**config.mk**
```make
export PLATFORM = sky130hd
export DESIGN_NAME = auth_seq_flat
export DESIGN_NICKNAME = d
export VERILOG_FILES = /design/src/rtl/auth_if.sv /design/src/rtl/auth_seq.sv /design/src/flat_wrapper.sv
export SDC_FILE = /design/constraint.sdc
export NUM_CORES = 1
export LEC_CHECK = 0
export ABC_AREA = 1
export BUFFER_PORTS_ARGS = -buffer_cell sky130_fd_sc_hd__buf_4
export CORE_ASPECT_RATIO = 1.1
export CORE_MARGIN = 2
export CORE_UTILIZATION = 56
export DETAILED_ROUTE_END_ITERATION = 10
export HOLD_SLACK_MARGIN = 0.12
export PLACE_DENSITY = 0.78
export SLEW_MARGIN = 15
export SYNTH_ARGS = -nofsm -noshare
export SYNTH_HDL_FRONTEND = slang
export SYNTH_SLANG_ARGS = --single-unit
```
**constraint.sdc**
```tcl
create_clock -name clk -period 1.75 [get_ports clk]
set_input_delay 0.0875 -clock clk [delete_from_list [all_inputs] [get_ports clk]]
set_output_delay 0.0875 -clock clk [all_outputs]
set_load 0.01 [all_outputs]
```
**src/rtl/auth_if.sv**
```systemverilog
// auth_if: byte handshake between UART_rcv and auth_seq.
//   rx_data    received byte
//   rx_rdy     byte valid; held by the UART until clr_rx_rdy is seen
//   clr_rx_rdy one-cycle pulse from the consumer that clears rx_rdy
// Handshake: a byte is transferred on a clk edge where rx_rdy=1 and
// clr_rx_rdy=0; the consumer answers with clr_rx_rdy=1 for exactly the
// following cycle, during which rx_rdy is ignored.
interface auth_if;
  logic [7:0] rx_data;
  logic       rx_rdy;
  logic       clr_rx_rdy;

  modport master (output rx_data, output rx_rdy, input  clr_rx_rdy);
  modport slave  (input  rx_data, input  rx_rdy, output clr_rx_rdy);
endinterface

```
**src/rtl/auth_seq.sv**
```systemverilog
// auth_seq: power-up authorisation sequencer.
// Matches a multi-byte GO key to raise pwr_up, accepts a STOP code with a
// rider-off power-down delay, and locks out after repeated bad attempts.
// Ports:
//   clk, rst   clock, synchronous active-high reset
//   rx         auth_if.slave byte intake (rx_data, rx_rdy, clr_rx_rdy)
//   rider_off  load-cell sum below rider threshold
//   pwr_up     enables the balance controller
//   locked     high while in lockout
//   fail_cnt   consecutive bad-attempt count
//   o_state    current FSM state (debug)
module auth_seq #(
  parameter int          KEY_LEN   = 1,
  parameter logic [31:0] GO_KEY    = 32'h47,
  parameter logic [7:0]  STOP_CODE = 8'h53,
  parameter int          MAX_FAIL  = 3,
  parameter int          LOCK_CYC  = 1_000_000,
  parameter int          BYTE_TMO  = 500_000,
  parameter int          OFF_DLY   = 250_000
) (
  input  logic                          clk,
  input  logic                          rst,
  auth_if.slave                         rx,
  input  logic                          rider_off,
  output logic                          pwr_up,
  output logic                          locked,
  output logic [$clog2(MAX_FAIL+1)-1:0] fail_cnt,
  output logic [1:0]                    o_state
);
  localparam int FW = $clog2(MAX_FAIL+1);
  localparam int GW = $clog2(BYTE_TMO+1);
  localparam int LW = $clog2(LOCK_CYC+1);
  localparam int OW = $clog2(OFF_DLY+1);

  typedef enum logic [1:0] {IDLE = 2'd0, PWR = 2'd1, STOPPING = 2'd2, LOCKOUT = 2'd3} state_t;

  state_t          r_state, w_state_n;
  logic [1:0]      r_idx,   w_idx_n;
  logic [GW-1:0]   r_gap,   w_gap_n;
  logic [FW-1:0]   r_fail,  w_fail_n;
  logic [LW-1:0]   r_lock,  w_lock_n;
  logic [OW-1:0]   r_off,   w_off_n;
  logic            r_clr;

  logic            w_take, w_hit, w_last, w_matched, w_miss, w_tmo, w_stop;
  logic [7:0]      w_key_byte;
  logic [1:0]      w_m_idx;
  logic [GW-1:0]   w_m_gap;

  // The clear pulse itself blocks intake for one cycle, so a held rx_rdy is
  // never taken twice.
  assign w_take     = rx.rx_rdy & ~r_clr;
  assign w_key_byte = GO_KEY[{r_idx, 3'b000} +: 8];
  assign w_hit      = (rx.rx_data == w_key_byte);
  assign w_last     = (r_idx == 2'(KEY_LEN-1));
  assign w_matched  = w_take & w_hit & w_last;
  assign w_miss     = w_take & ~w_hit;
  assign w_stop     = w_take & (rx.rx_data == STOP_CODE);
  // A byte arriving on the expiry cycle suppresses the timeout.
  assign w_tmo      = ~w_take & (r_idx != 2'd0) & (r_gap >= GW'(BYTE_TMO-1));

  // Shared key matcher next-state; a mismatching byte restarts at index 0
  // without being re-tested as the first key byte.
  always_comb begin
    w_m_idx = r_idx;
    w_m_gap = r_gap;
    if (w_take) begin
      w_m_gap = '0;
      w_m_idx = (w_hit && !w_last) ? r_idx + 2'd1 : 2'd0;
    end else if (w_tmo) begin
      w_m_idx = 2'd0;
      w_m_gap = '0;
    end else if (r_idx != 2'd0 && r_gap < GW'(BYTE_TMO)) begin
      w_m_gap = r_gap + GW'(1);
    end
  end

  always_comb begin
    w_state_n = r_state;
    w_idx_n   = r_idx;
    w_gap_n   = r_gap;
    w_fail_n  = r_fail;
    w_lock_n  = r_lock;
    w_off_n   = r_off;
    case (r_state)
      IDLE: begin
        w_idx_n = w_m_idx;
        w_gap_n = w_m_gap;
        if (w_matched) begin
          w_state_n = PWR;
          w_fail_n  = '0;
        end else if (w_miss || w_tmo) begin
          if (r_fail >= FW'(MAX_FAIL-1)) begin
            w_fail_n  = FW'(MAX_FAIL);
            w_state_n = LOCKOUT;
            w_lock_n  = '0;
          end else begin
            w_fail_n = r_fail + FW'(1);
          end
        end
      end
      PWR: begin
        w_idx_n = 2'd0;
        w_gap_n = '0;
        if (w_stop) begin
          w_state_n = rider_off ? IDLE : STOPPING;
          w_off_n   = '0;
        end
      end
      STOPPING: begin
        w_idx_n = w_m_idx;
        w_gap_n = w_m_gap;
        if (!rider_off)                       w_off_n = '0;
        else if (r_off < OW'(OFF_DLY-1))      w_off_n = r_off + OW'(1);
        if (w_matched) begin
          w_state_n = PWR;
        end else if (rider_off && r_off >= OW'(OFF_DLY-1)) begin
          w_state_n = IDLE;
          w_idx_n   = 2'd0;
          w_gap_n   = '0;
        end
      end
      default: begin  // LOCKOUT
        w_idx_n = 2'd0;
        w_gap_n = '0;
        if (r_lock >= LW'(LOCK_CYC-1)) begin
          w_state_n = IDLE;
          w_fail_n  = '0;
          w_lock_n  = '0;
        end else begin
          w_lock_n = r_lock + LW'(1);
        end
      end
    endcase
  end

  always_ff @(posedge clk) begin
    if (rst) begin
      r_state <= IDLE;
      r_idx   <= 2'd0;
      r_gap   <= '0;
      r_fail  <= '0;
      r_lock  <= '0;
      r_off   <= '0;
      r_clr   <= 1'b0;
    end else begin
      r_state <= w_state_n;
      r_idx   <= w_idx_n;
      r_gap   <= w_gap_n;
      r_fail  <= w_fail_n;
      r_lock  <= w_lock_n;
      r_off   <= w_off_n;
      r_clr   <= w_take;
    end
  end

  assign rx.clr_rx_rdy = r_clr;
  assign pwr_up        = (r_state == PWR) || (r_state == STOPPING);
  assign locked        = (r_state == LOCKOUT);
  assign fail_cnt      = r_fail;
  assign o_state       = r_state;
endmodule
```
**src/flat_wrapper.sv**
```systemverilog
// flat-port wrapper written by rule: the top's interface ports become plain ports
module auth_seq_flat 
#(
  parameter int          KEY_LEN   = 1,
  parameter logic [31:0] GO_KEY    = 32'h47,
  parameter logic [7:0]  STOP_CODE = 8'h53,
  parameter int          MAX_FAIL  = 3,
  parameter int          LOCK_CYC  = 1_000_000,
  parameter int          BYTE_TMO  = 500_000,
  parameter int          OFF_DLY   = 250_000
)
  (clk, rst, rider_off, pwr_up, locked, fail_cnt, o_state, rx_rx_data, rx_rx_rdy, rx_clr_rx_rdy);
  auth_if rx_i ();
  input  logic clk;
  input  logic rst;
  input  logic rider_off;
  output logic pwr_up;
  output logic locked;
  output logic [$clog2(MAX_FAIL+1)-1:0] fail_cnt;
  output logic [1:0] o_state;
  input wire logic [$bits(rx_i.rx_data)-1:0] rx_rx_data;
  input wire logic [$bits(rx_i.rx_rdy)-1:0] rx_rx_rdy;
  output wire logic [$bits(rx_i.clr_rx_rdy)-1:0] rx_clr_rx_rdy;
  assign rx_i.rx_data = rx_rx_data;
  assign rx_i.rx_rdy = rx_rx_rdy;
  assign rx_clr_rx_rdy = rx_i.clr_rx_rdy;
  auth_seq #(.KEY_LEN(KEY_LEN), .GO_KEY(GO_KEY), .STOP_CODE(STOP_CODE), .MAX_FAIL(MAX_FAIL), .LOCK_CYC(LOCK_CYC), .BYTE_TMO(BYTE_TMO), .OFF_DLY(OFF_DLY)) u_core (.clk(clk), .rst(rst), .rx(rx_i), .rider_off(rider_off), .pwr_up(pwr_up), .locked(locked), .fail_cnt(fail_cnt), .o_state(o_state));
endmodule
```
==> impl_metrics.tcl <==
set metrics [dict create \
    rsz0062_at_grt "yes" \
    tightest_slew_ns 0.425 \
    routed-wl-met2_um 6590 \
    clk_pin_slew_worst_paths_ns 0.07 \
    die_area_mm2 0.00846 \
    fin_nets 799 \
    synth_top_family_by_area "simple AND/OR/NAND/NOR gates" \
    crit_path_start_kind "flip-flop" \
    place_congestion 0.949 \
    clockBufferDepth 2 \
    ys.flop_type "dfxtp_1" \
    cpMaxStageDelayCell "dfxtp_1" \
    cts_made_buffers 9 \
    area_growth_syn_to_layout_pct 32.0 \
    ys_seq_area_share_pct 29.6 \
    synth_edf_count 0 \
    required_ns 2.04 \
    initialDrtViolationCount 410 \
    setup_viol 36 \
    crit_path_frequent_cell "nand2_1" \
    vdd_ir_drop_max_mv 0.881 \
    synth_xor_area_share_pct 6.06 \
    cp.arrival_ns 2.15 \
    insertion_delay_ns 0.36 \
    die_h_um 96.3 \
    async_flop_share_pct 0 \
    p_leak_uw 0.00215 \
    syn-num-nets 712 \
    dpl_worst_slack_ns -0.0955 \
    grt_max_degree 31 \
    vias_per_cell 5.62 \
    synth.avg_cell_area_um2 6.26 \
    maxCapViolCount 0 \
    crit_chain "nor2_2 > nand2_1 > nand2_1 > nand2_1 > nand2_1 > nand3_2 > a21oi_4 > clkinvlp_4 > o21ai_1 > nand2_1 > nor2_1" \
    fillers 540 \
    endpoint_kind "flip-flop" \
    top_layer_used "met4" \
    synth_warnings 0 \
    grt_use_total_pct 28.4 \
    dr_total_vias 4993 \
    slowest_delay_ns 0.34 \
    cts_root_buffer "clkbuf_8" \
    routed_wl_um 13300 \
    core-area_mm2 0.00747 \
    power.total_uw 6450 \
    dr_wl_met3_um 959 \
    synth_compound_area_share_pct 10.6 \
    hold_viol_final 0 \
    critPathBufInv 1 \
    fin_crit_sh_pct 106 \
    postLayoutSetupSlackWorst_ns -0.105 \
    fmaxAchievable_mhz 539 \
    routedWlPerCell_um 15.0 \
    slew_viol_final 0 \
    die_width_um 87.9 \
    diodes 0 \
    synth_fa_ha_area_share_pct 2.31 \
    dpl.hpwl_um 8170 \
    syn-cell-area_mm2 0.00433 \
    antenna_found_initial 0 \
    min_path_type "in2reg" \
    grt_pass1_wl_um 19000 \
    rows 33 \
    io_buffer_count 18 \
    grt_pass1_vias 4535 \
    h-tree-depth 3 \
    synth.distinct_cells 39 \
    outcome "finished with violations" \
    syn_inst 692 \
    synth-seq-cells 64 \
    drive_gt1_share_pct 30.0 \
    initial_utilization_pct 58.0 \
    grt-ovfl-total 0 \
    io_pins 19 \
    period_minus_slack_ns 1.85 \
    drc 0 \
    ant_nets 0 \
    fin_worst_skew_ns 0.0153 \
    met1_length_um 5090 \
    crit_fanout 6 \
    dr.pass1.iters 5 \
    worst_slew_margin_rel_pct 71.7 \
    powerDensity_mw_per_mm2 1130 \
    critical_path_class "reg2reg" \
    violations "setup timing" \
    muxShareOfSynthArea_pct 0 \
    synth-simple-area-share_pct 41.6 \
    path_delay_family "simple AND/OR/NAND/NOR gates" \
    numClockSinks 64 \
    tritoncts "done" \
]
tightest hold or removal path, stage by stage:
cell,delay [ns]
buf_4,0.08
inv_1,0.05
nor2_4,0.09
inv_2,0.07
nor2_1,0.08
registers in the layout, indices dropped and copies added, names as in the netlist:
| name | flops |
|---|---|
| u_core.o_state | 2 |
| u_core.fail_cnt | 2 |
| u_core.r_gap | 19 |
| u_core.r_idx | 2 |
| u_core.rx.clr_rx_rdy | 1 |
| u_core.r_lock | 20 |
| u_core.r_off | 18 |
stage by stage:
stage	hold slack (ns)	cell area (um2)	setup TNS, ns	utilization, %	cells
2_1_floorplan	0.284	4340	0	-	692
3_5_place_dp	0.456	4920	-1.95	65.9	852
4_1_cts	0.130	5180	0	69.4	870
5_1_grt	0.166	5720	-5.93	76.5	889
6_report	0.133	5720	-1.45	76.5	889
3_3_place_gp	0.453	4920	-0.273	65.9	852
placed cells by master (no fill, tap or decap), types with 3 or more instances in the layout:
cell type | synthesis | final
clkbuf_8 | 0 | 9
nand2_1 | 181 | 164
nand2_4 | 1 | 4
nor3_2 | 1 | 6
ha_4 | 0 | 3
dfxtp_4 | 0 | 4
xnor2_1 | 6 | 6
a21oi_4 | 0 | 3
nor2_4 | 1 | 7
buf_12 | 1 | 5
nand3_1 | 50 | 45
buf_4 | 2 | 81
inv_1 | 76 | 70
nor3_1 | 38 | 32
clkinvlp_4 | 0 | 3
dfxtp_2 | 0 | 15
nand4_1 | 14 | 14
o21ai_2 | 0 | 3
nand2_2 | 15 | 28
inv_2 | 3 | 7
dfxtp_1 | 64 | 45
xor2_1 | 24 | 24
o21ai_0 | 16 | 14
nand3_2 | 2 | 7
ha_2 | 0 | 3
nor2_1 | 99 | 81
nor2_2 | 4 | 16
buf_6 | 3 | 3
a21oi_1 | 41 | 37
a21oi_2 | 12 | 13
layout make-up:
cell class              count  area, um2  share of cell area [%]
clock buffers              11        131                    2.30
clock inverters             5       81.3                    1.42
inverters                  80        319                    5.58
multi-input cells         530       2930                    51.3
flip-flops and latches     64       1320                    23.0
well taps                 105        131                    2.30
repair buffers             92        792                    13.9
repair inverters            2       16.3                   0.284
kinds of logic after synthesis:
family,Yosys count
XOR/XNOR,30
AND/OR/NAND/NOR,414
flip-flops,64
buffers and inverters,98
AO/OA/AOI/OAI,78
adder cells (fa/ha/maj),8
what timing repair did:
item                                    in CTS  in global routing
resized for setup                            6                110
pin swaps                                    3                 25
endpoints found under the setup margin      39                 62
hold buffers                                 1                  0
cloned                                       0                  4
buffers inserted                             1                 15
endpoints found under the hold margin        1                  0
where the power goes:
group          total (uW)  switching (uW)  leakage, uW  internal [uW]
Clock                1420             619     0.000104            803
Sequential           1570            52.6     0.000527           1510
Combinational        3460            2070      0.00152           1390
Total                6450            2750      0.00215           3700
synth_stat cells (2+ instances only):
master | count | area share, %
buf_4 | 2 | 0.35
nand4_1 | 14 | 2.0
o21ai_0 | 16 | 1.8
xnor2_1 | 6 | 1.2
buf_2 | 5 | 0.58
a21oi_1 | 41 | 4.7
nand3_1 | 50 | 5.8
ha_1 | 8 | 2.3
nand2_1 | 181 | 16
a21o_1 | 2 | 0.35
nor2_2 | 4 | 0.58
buf_6 | 3 | 0.78
a21oi_2 | 12 | 2.4
inv_1 | 76 | 6.6
xor2_1 | 24 | 4.9
nor3_1 | 38 | 4.4
clkbuf_1 | 5 | 0.43
dfxtp_1 | 64 | 30
inv_2 | 3 | 0.26
nand3_2 | 2 | 0.46
o21ai_1 | 3 | 0.35
nand2_2 | 15 | 2.2
or2_2 | 2 | 0.29
nor3b_1 | 2 | 0.35
o21bai_1 | 2 | 0.35
nor2_1 | 99 | 8.6
final timing paths:
check	from	end	slack, ns	cells past startpoint
worst min-delay path	rx_rx_rdy	u_core.rx.clr_rx_rdy	0.13	5
worst min register to register	u_core.r_idx[1]	u_core.r_idx[1]	0.47	2
worst max register to register	u_core.r_off[4]	u_core.r_off[2]	-0.10	11
worst max-delay path	u_core.r_off[4]	u_core.r_off[2]	-0.10	11
routing by layer:
metal / GRT usage, % / vias to the layer above
li1: - / 2388
met1: 33.1 / 2274
met2: 49.7 / 253
met3: 3.69 / 78
met4: 16.0 / 0
met5: 0 / -
(Power assumes the default switching activity.)
